==> config.mk <==
export PLATFORM = sky130hd
export DESIGN_NAME = l15_req_arbiter
export DESIGN_NICKNAME = d
export VERILOG_FILES = /design/src/rtl/l15_req_arbiter_pkg.sv /design/src/rtl/l15_req_arbiter_prio_pick.sv /design/src/rtl/l15_req_arbiter.sv
export SDC_FILE = /design/constraint.sdc
export NUM_CORES = 1
export LEC_CHECK = 0
export BUFFER_PORTS_ARGS = -buffer_cell sky130_fd_sc_hd__clkbuf_2
export CAP_MARGIN = 20
export CORE_AREA = 2 2 359 361
export DETAILED_ROUTE_END_ITERATION = 7
export DIE_AREA = 0 0 361 363
export GPL_ROUTABILITY_DRIVEN = 0
export PLACE_DENSITY_LB_ADDON = 0.3
export SLEW_MARGIN = 30
export SYNTH_ARGS = -nofsm -noshare
export SYNTH_HDL_FRONTEND = slang
export SYNTH_SLANG_ARGS = --single-unit
==> constraint.sdc <==
create_clock -name clk_i -period 7 [get_ports clk_i]
set_input_delay 0.7 -clock clk_i [delete_from_list [all_inputs] [get_ports clk_i]]
set_output_delay 0.7 -clock clk_i [all_outputs]
set_load 0.05 [all_outputs]
==> src/rtl/l15_req_arbiter_pkg.sv <==
// Shared definitions for the L1.5 request arbiter in the tile adapter:
// request-source port map, port id type and arbiter FSM states.
package l15_req_arbiter_pkg;

  localparam int NUM_PORTS_ADAPTER = 6;
  localparam int PORT_ID_W         = $clog2(NUM_PORTS_ADAPTER);

  typedef logic [PORT_ID_W-1:0] req_portid_t;

  localparam req_portid_t ICACHE    = req_portid_t'(0);
  localparam req_portid_t DCACHE    = req_portid_t'(1);
  localparam req_portid_t WBUF      = req_portid_t'(2);
  localparam req_portid_t UNC_READ  = req_portid_t'(3);
  localparam req_portid_t UNC_WRITE = req_portid_t'(4);
  localparam req_portid_t AMO       = req_portid_t'(5);

  typedef enum logic {
    IDLE = 1'b0,
    HOLD = 1'b1
  } l15_arb_state_e;

endpackage

==> src/rtl/l15_req_arbiter_prio_pick.sv <==
// Lowest-index-wins picker: one-hot grant, binary index and any-request flag.
module l15_arb_prio_pick #(
  parameter int NumPorts = 6
) (
  input  logic [NumPorts-1:0]         req_i,
  output logic [NumPorts-1:0]         onehot_o,
  output logic [$clog2(NumPorts)-1:0] idx_o,
  output logic                        any_o
);

  localparam int IdxW = $clog2(NumPorts);

  // NOTE: every output gets a default before the loop so no latch is inferred.
  always_comb begin
    onehot_o = '0;
    idx_o    = '0;
    // Scanning downward lets the lowest set index overwrite the rest.
    for (int i = NumPorts - 1; i >= 0; i--) begin
      if (req_i[i]) begin
        onehot_o    = '0;
        onehot_o[i] = 1'b1;
        idx_o       = IdxW'(i);
      end
    end
  end

  assign any_o = |req_i;

endmodule

==> src/rtl/l15_req_arbiter.sv <==
// Fixed-priority L1.5 request arbiter with aging boost and per-port
// outstanding-transaction limits released by tagged L1.5 returns.
module l15_req_arbiter
  import l15_req_arbiter_pkg::*;
#(
  parameter int NumPorts       = 6,
  parameter int PayloadWidth   = 128,
  parameter int AgeThreshold   = 16,
  parameter int MaxOutstanding = 4
) (
  input  logic                             clk_i,
  input  logic                             rst_ni,
  input  logic [NumPorts-1:0]              req_valid_i,
  input  logic [NumPorts*PayloadWidth-1:0] req_payload_i,
  output logic [NumPorts-1:0]              req_ready_o,
  output logic                             l15_val_o,
  output logic [PayloadWidth-1:0]          l15_payload_o,
  output logic [$clog2(NumPorts)-1:0]      l15_portid_o,
  input  logic                             l15_header_ack_i,
  input  logic                             rtrn_valid_i,
  input  logic [$clog2(NumPorts)-1:0]      rtrn_portid_i,
  output logic                             busy_o,
  output logic                             err_o
);

  localparam int IdW  = $clog2(NumPorts);
  localparam int AgeW = $clog2(AgeThreshold + 1);
  localparam int OstW = $clog2(MaxOutstanding + 1);

  localparam logic [AgeW-1:0] AGE_MAX   = AgeW'(AgeThreshold);
  localparam logic [OstW-1:0] OST_MAX   = OstW'(MaxOutstanding);
  localparam logic [IdW:0]    PORTS_LIM = (IdW + 1)'(NumPorts);

  l15_arb_state_e                 state_q, state_d;
  logic [NumPorts-1:0][AgeW-1:0]  age_q, age_d;
  logic [NumPorts-1:0][OstW-1:0]  ost_q, ost_d;
  logic [PayloadWidth-1:0]        payload_q, payload_d;
  logic [IdW-1:0]                 portid_q, portid_d;
  logic                           err_q, err_d;

  logic [NumPorts-1:0] eligible, urgent, rtrn_hit;
  logic [NumPorts-1:0] urg_oh, elig_oh, win_oh;
  logic [IdW-1:0]      urg_idx, elig_idx, win_idx;
  logic                urg_any, elig_any;
  logic                accept;

  always_comb begin
    eligible = '0;
    urgent   = '0;
    rtrn_hit = '0;
    for (int p = 0; p < NumPorts; p++) begin
      eligible[p] = req_valid_i[p] && (ost_q[p] < OST_MAX);
      urgent[p]   = eligible[p] && (age_q[p] == AGE_MAX);
      rtrn_hit[p] = rtrn_valid_i && (rtrn_portid_i == p[IdW-1:0]);
    end
  end

  l15_arb_prio_pick #(.NumPorts(NumPorts)) u_pick_urgent (
    .req_i    (urgent),
    .onehot_o (urg_oh),
    .idx_o    (urg_idx),
    .any_o    (urg_any)
  );

  l15_arb_prio_pick #(.NumPorts(NumPorts)) u_pick_eligible (
    .req_i    (eligible),
    .onehot_o (elig_oh),
    .idx_o    (elig_idx),
    .any_o    (elig_any)
  );

  assign win_oh  = urg_any ? urg_oh  : elig_oh;
  assign win_idx = urg_any ? urg_idx : elig_idx;

  // Reset gates the combinational accept so req_ready_o is 0 throughout reset.
  assign accept = rst_ni && elig_any && ((state_q == IDLE) || l15_header_ack_i);

  // FSM: next state
  always_comb begin
    state_d = state_q;
    case (state_q)
      IDLE:    if (accept) state_d = HOLD;
      HOLD:    if (l15_header_ack_i && !accept) state_d = IDLE;
      default: state_d = IDLE;
    endcase
  end

  // Datapath: captured request, aging and outstanding bookkeeping
  always_comb begin
    payload_d = payload_q;
    portid_d  = portid_q;
    age_d     = age_q;
    ost_d     = ost_q;
    err_d     = err_q;

    if (accept) begin
      portid_d = win_idx;
      for (int p = 0; p < NumPorts; p++) begin
        if (win_oh[p]) payload_d = req_payload_i[p*PayloadWidth +: PayloadWidth];
      end
    end

    for (int p = 0; p < NumPorts; p++) begin
      if (!req_valid_i[p] || (accept && win_oh[p])) begin
        age_d[p] = '0;
      end else if (accept && eligible[p] && (age_q[p] != AGE_MAX)) begin
        age_d[p] = age_q[p] + 1'b1;
      end

      // A same-cycle grant and return on one port cancel out.
      if (accept && win_oh[p] && !(rtrn_hit[p] && (ost_q[p] != '0))) begin
        ost_d[p] = ost_q[p] + 1'b1;
      end else if (!(accept && win_oh[p]) && rtrn_hit[p] && (ost_q[p] != '0)) begin
        ost_d[p] = ost_q[p] - 1'b1;
      end

      if (rtrn_hit[p] && (ost_q[p] == '0)) err_d = 1'b1;
    end

    if (rtrn_valid_i && ({1'b0, rtrn_portid_i} >= PORTS_LIM)) err_d = 1'b1;
  end

  // NOTE: sequential state uses non-blocking assignments only; combinational
  // blocks above use blocking assignments.
  always_ff @(posedge clk_i or negedge rst_ni) begin
    if (!rst_ni) begin
      state_q   <= IDLE;
      age_q     <= '0;
      ost_q     <= '0;
      payload_q <= '0;
      portid_q  <= '0;
      err_q     <= 1'b0;
    end else begin
      state_q   <= state_d;
      age_q     <= age_d;
      ost_q     <= ost_d;
      payload_q <= payload_d;
      portid_q  <= portid_d;
      err_q     <= err_d;
    end
  end

  // FSM: outputs
  always_comb begin
    l15_val_o   = (state_q == HOLD);
    req_ready_o = accept ? win_oh : '0;
    busy_o      = (state_q == HOLD) || (|ost_q);
  end

  assign l15_payload_o = payload_q;
  assign l15_portid_o  = portid_q;
  assign err_o         = err_q;

endmodule

==> flow_metrics.tcl <==
set metrics [dict create \
    status "finished, final reports clean" \
    async_reset_ff_share_pct 100 \
    dieArea_um2 131000 \
    cts-root-buf "clkbuf_16" \
    dieHeight_um 363 \
    fin_skew_ps 23.3 \
    crit_cells 8 \
    crit_path_end_kind "output pin" \
    p_leak_nw 8.55 \
    r2r_slack_ps 3110 \
    critPathLaunchType "flip-flop" \
    clk_pin_slew_ps 100 \
    min_period_over_period_pct 59.4 \
    finalSetupViolCount 0 \
    track_usage_pct 15.2 \
    numPortBuffers 920 \
    numClockSinks 181 \
    comb_power_share_pct 61.1 \
    antenna_found_initial 46 \
    tightest_slew_ps 955 \
    worstRegToRegCells 11 \
    cts_setup_buffers 0 \
    worst-path-buf-inv 2 \
    fmax_mhz 240 \
    synth-edff-count 0 \
    r2r_start "age_q[5]" \
    area_delta_synth_final_pct 54.4 \
    n_fill_cell 14600 \
    worst_path_max_delay_cell "nor2_4" \
    synth_area_um2 13000 \
    cts_hold_buf 0 \
    h-tree-depth 4 \
    powerDensity_nw_per_um2 377 \
    start_util_pct 10.2 \
    io_pins 921 \
    rows 131 \
    p_seq_share_pct 24.2 \
    required_ps 6300 \
    rsz0062_at_grt "false" \
    cts_buffers 17 \
    postRouteAntennaNets 0 \
    synth_flop_cell "dfrtp_1" \
    final_cell_mix "clkbuf_2, a22oi_1, dfrtp_1" \
    die_w_um 361 \
    cts_resized 0 \
    final_max_slew_viol_count 0 \
    drt-vias-per-instance 4.34 \
    path_class "flip-flop to output pin" \
    cts_tree "done" \
    grt-ovfl-total 0 \
    synth_seq_cells 181 \
    syn_inst 1517 \
    via_count 17400 \
    total_power_mw 7.58 \
    mostFrequentLayoutCell "clkbuf_2" \
    switching_share_pct 56.6 \
    cp_top_family "simple AND/OR/NAND/NOR gates" \
    finalHoldViolations 0 \
    fin_crit_ps 4160 \
    max_stage_delay_ps 750 \
    max_slew_margin_pct 36.3 \
    hpwlAfterDp_um 81700 \
    cp.arrival_ps 3460 \
    fin_nets 3122 \
    grt_pass1_wl_um 140000 \
    drt_iter0_markers 1465 \
    drt_first_pass_iters 6 \
    final_area_um2 20100 \
    clockBufferDepth 2 \
    route.detailed.drc 0 \
    core_area_um2 127000 \
    hold_class "primary input to async pin" \
    maxCapViolCount 0 \
    clkPwrFrac_pct 14.7 \
    crit_fanout 21 \
    synth_nets 2316 \
    synth_area_per_cell_um2 8.57 \
    grt_max_degree 133 \
    drt-wirelength-per-cell_um 25.8 \
    p_int_mw 3.29 \
    synth.distinct_cells 57 \
    grt_pass1_vias 17200 \
    placed_area_um2 19400 \
    routed_wl_um 104000 \
    layout-drive-gt1-share_pct 43.0 \
    post-route-util_pct 15.8 \
    insertion_delay_ps 550 \
    ys_warn_count 0 \
    vdd_drop_max_uv 219 \
    finalSetupTns_ps 0 \
    r2r_end "l15_payload_o[18]" \
    cp_cell_sequence "inv_1, ha_1, and4bb_2, and2_1, nor4_1, o21ai_0, nor2_4, clkbuf_2" \
    p_sw_mw 4.29 \
    ys_seq_area_share_pct 34.8 \
]
## cells by family after synthesis
| family | count (synthesis) | synth area share (%) |
|---|---|---|
| flops | 181 | 34.8 |
| xor+xnor | 38 | 2.56 |
| buf+inv | 175 | 5.43 |
| simple gates | 289 | 10.3 |
| compound gates | 807 | 44.0 |
| fa+ha+maj | 18 | 2.08 |
| mux | 9 | 0.751 |
## power by group through the flow
stage	clock [mW]	sequential [mW]	combinational (mW)
floorplan	0	3.04	1.77
global placement	0	1.85	4.67
detailed placement	0	1.83	4.66
CTS	1.18	1.83	4.68
global route	1.21	1.88	4.93
finish	1.11	1.83	4.63
## per-stage QoR
step | setup WS [ps] | hold WS (ps) | std cells
4_1_cts | 2750 | 0.343 | 3998
3_5_place_dp | 3090 | 460 | 3966
3_3_place_gp | 3020 | 462 | 3966
6_report | 2840 | 47.6 | 4013
2_1_floorplan | 3420 | 404 | 1517
5_1_grt | 2610 | 13.5 | 4009
## worst max-delay path by stage
stage | startpoint | endpoint | slack [ps]
after floorplan | age_q[25] | ost_q[11] | 3420
after global placement | req_valid_i[1] | l15_portid_o[2] | 3020
after detailed placement | req_valid_i[1] | l15_portid_o[2] | 3090
after CTS | age_q[0] | req_ready_o[1] | 2750
after global routing | age_q[25] | req_ready_o[3] | 2610
final | age_q[25] | req_ready_o[3] | 2840
## registers in the layout, indices dropped and copies added, names as in the netlist
signal and count:
l15_val_o 1, err_o 1, l15_portid_o 3, age_q 30, ost_q 18, l15_payload_o 128
## layer usage
metal  wire, um  global-route usage [%]
met4       2540                    4.77
met3       8860                    5.38
met1      42700                    18.7
met2      49500                    24.6
met5        159                       0
## final cells by class
cell class,instances,area (um^2),area share [%]
sequential,181,4530,22.6
multi-input combinational,1161,7830,39.0
clock inverter,15,199,0.991
inverter,12,45.0,0.224
clock buffer,17,425,2.12
timing repair buffer,950,4930,24.5
antenna,15,37.5,0.187
tap,1662,2080,10.4
## synthesized netlist by cell type (23+ instances only)
master / n / area, um^2
nand2_1: 154 / 578
a22oi_1: 256 / 1920
nor2_1: 48 / 180
o22ai_1: 130 / 813
buf_2: 33 / 165
xor2_1: 25 / 219
buf_1: 23 / 86.3
dfrtp_1: 181 / 4530
clkbuf_1: 105 / 394
a211o_1: 128 / 1120
a21oi_1: 137 / 686
o211ai_1: 128 / 961
## worst reg2reg max path, cell delays in order (launching register included)
cell and delay [ps]:
dfrtp_1 420, inv_1 70, ha_1 150, or4bb_1 540, o22ai_2 280, nor3_1 160
a41oi_4 220, buf_4 550, buf_4 660, o22ai_1 360, a211o_1 320, o211ai_1 80
Power figures use the tool's default switching activity.
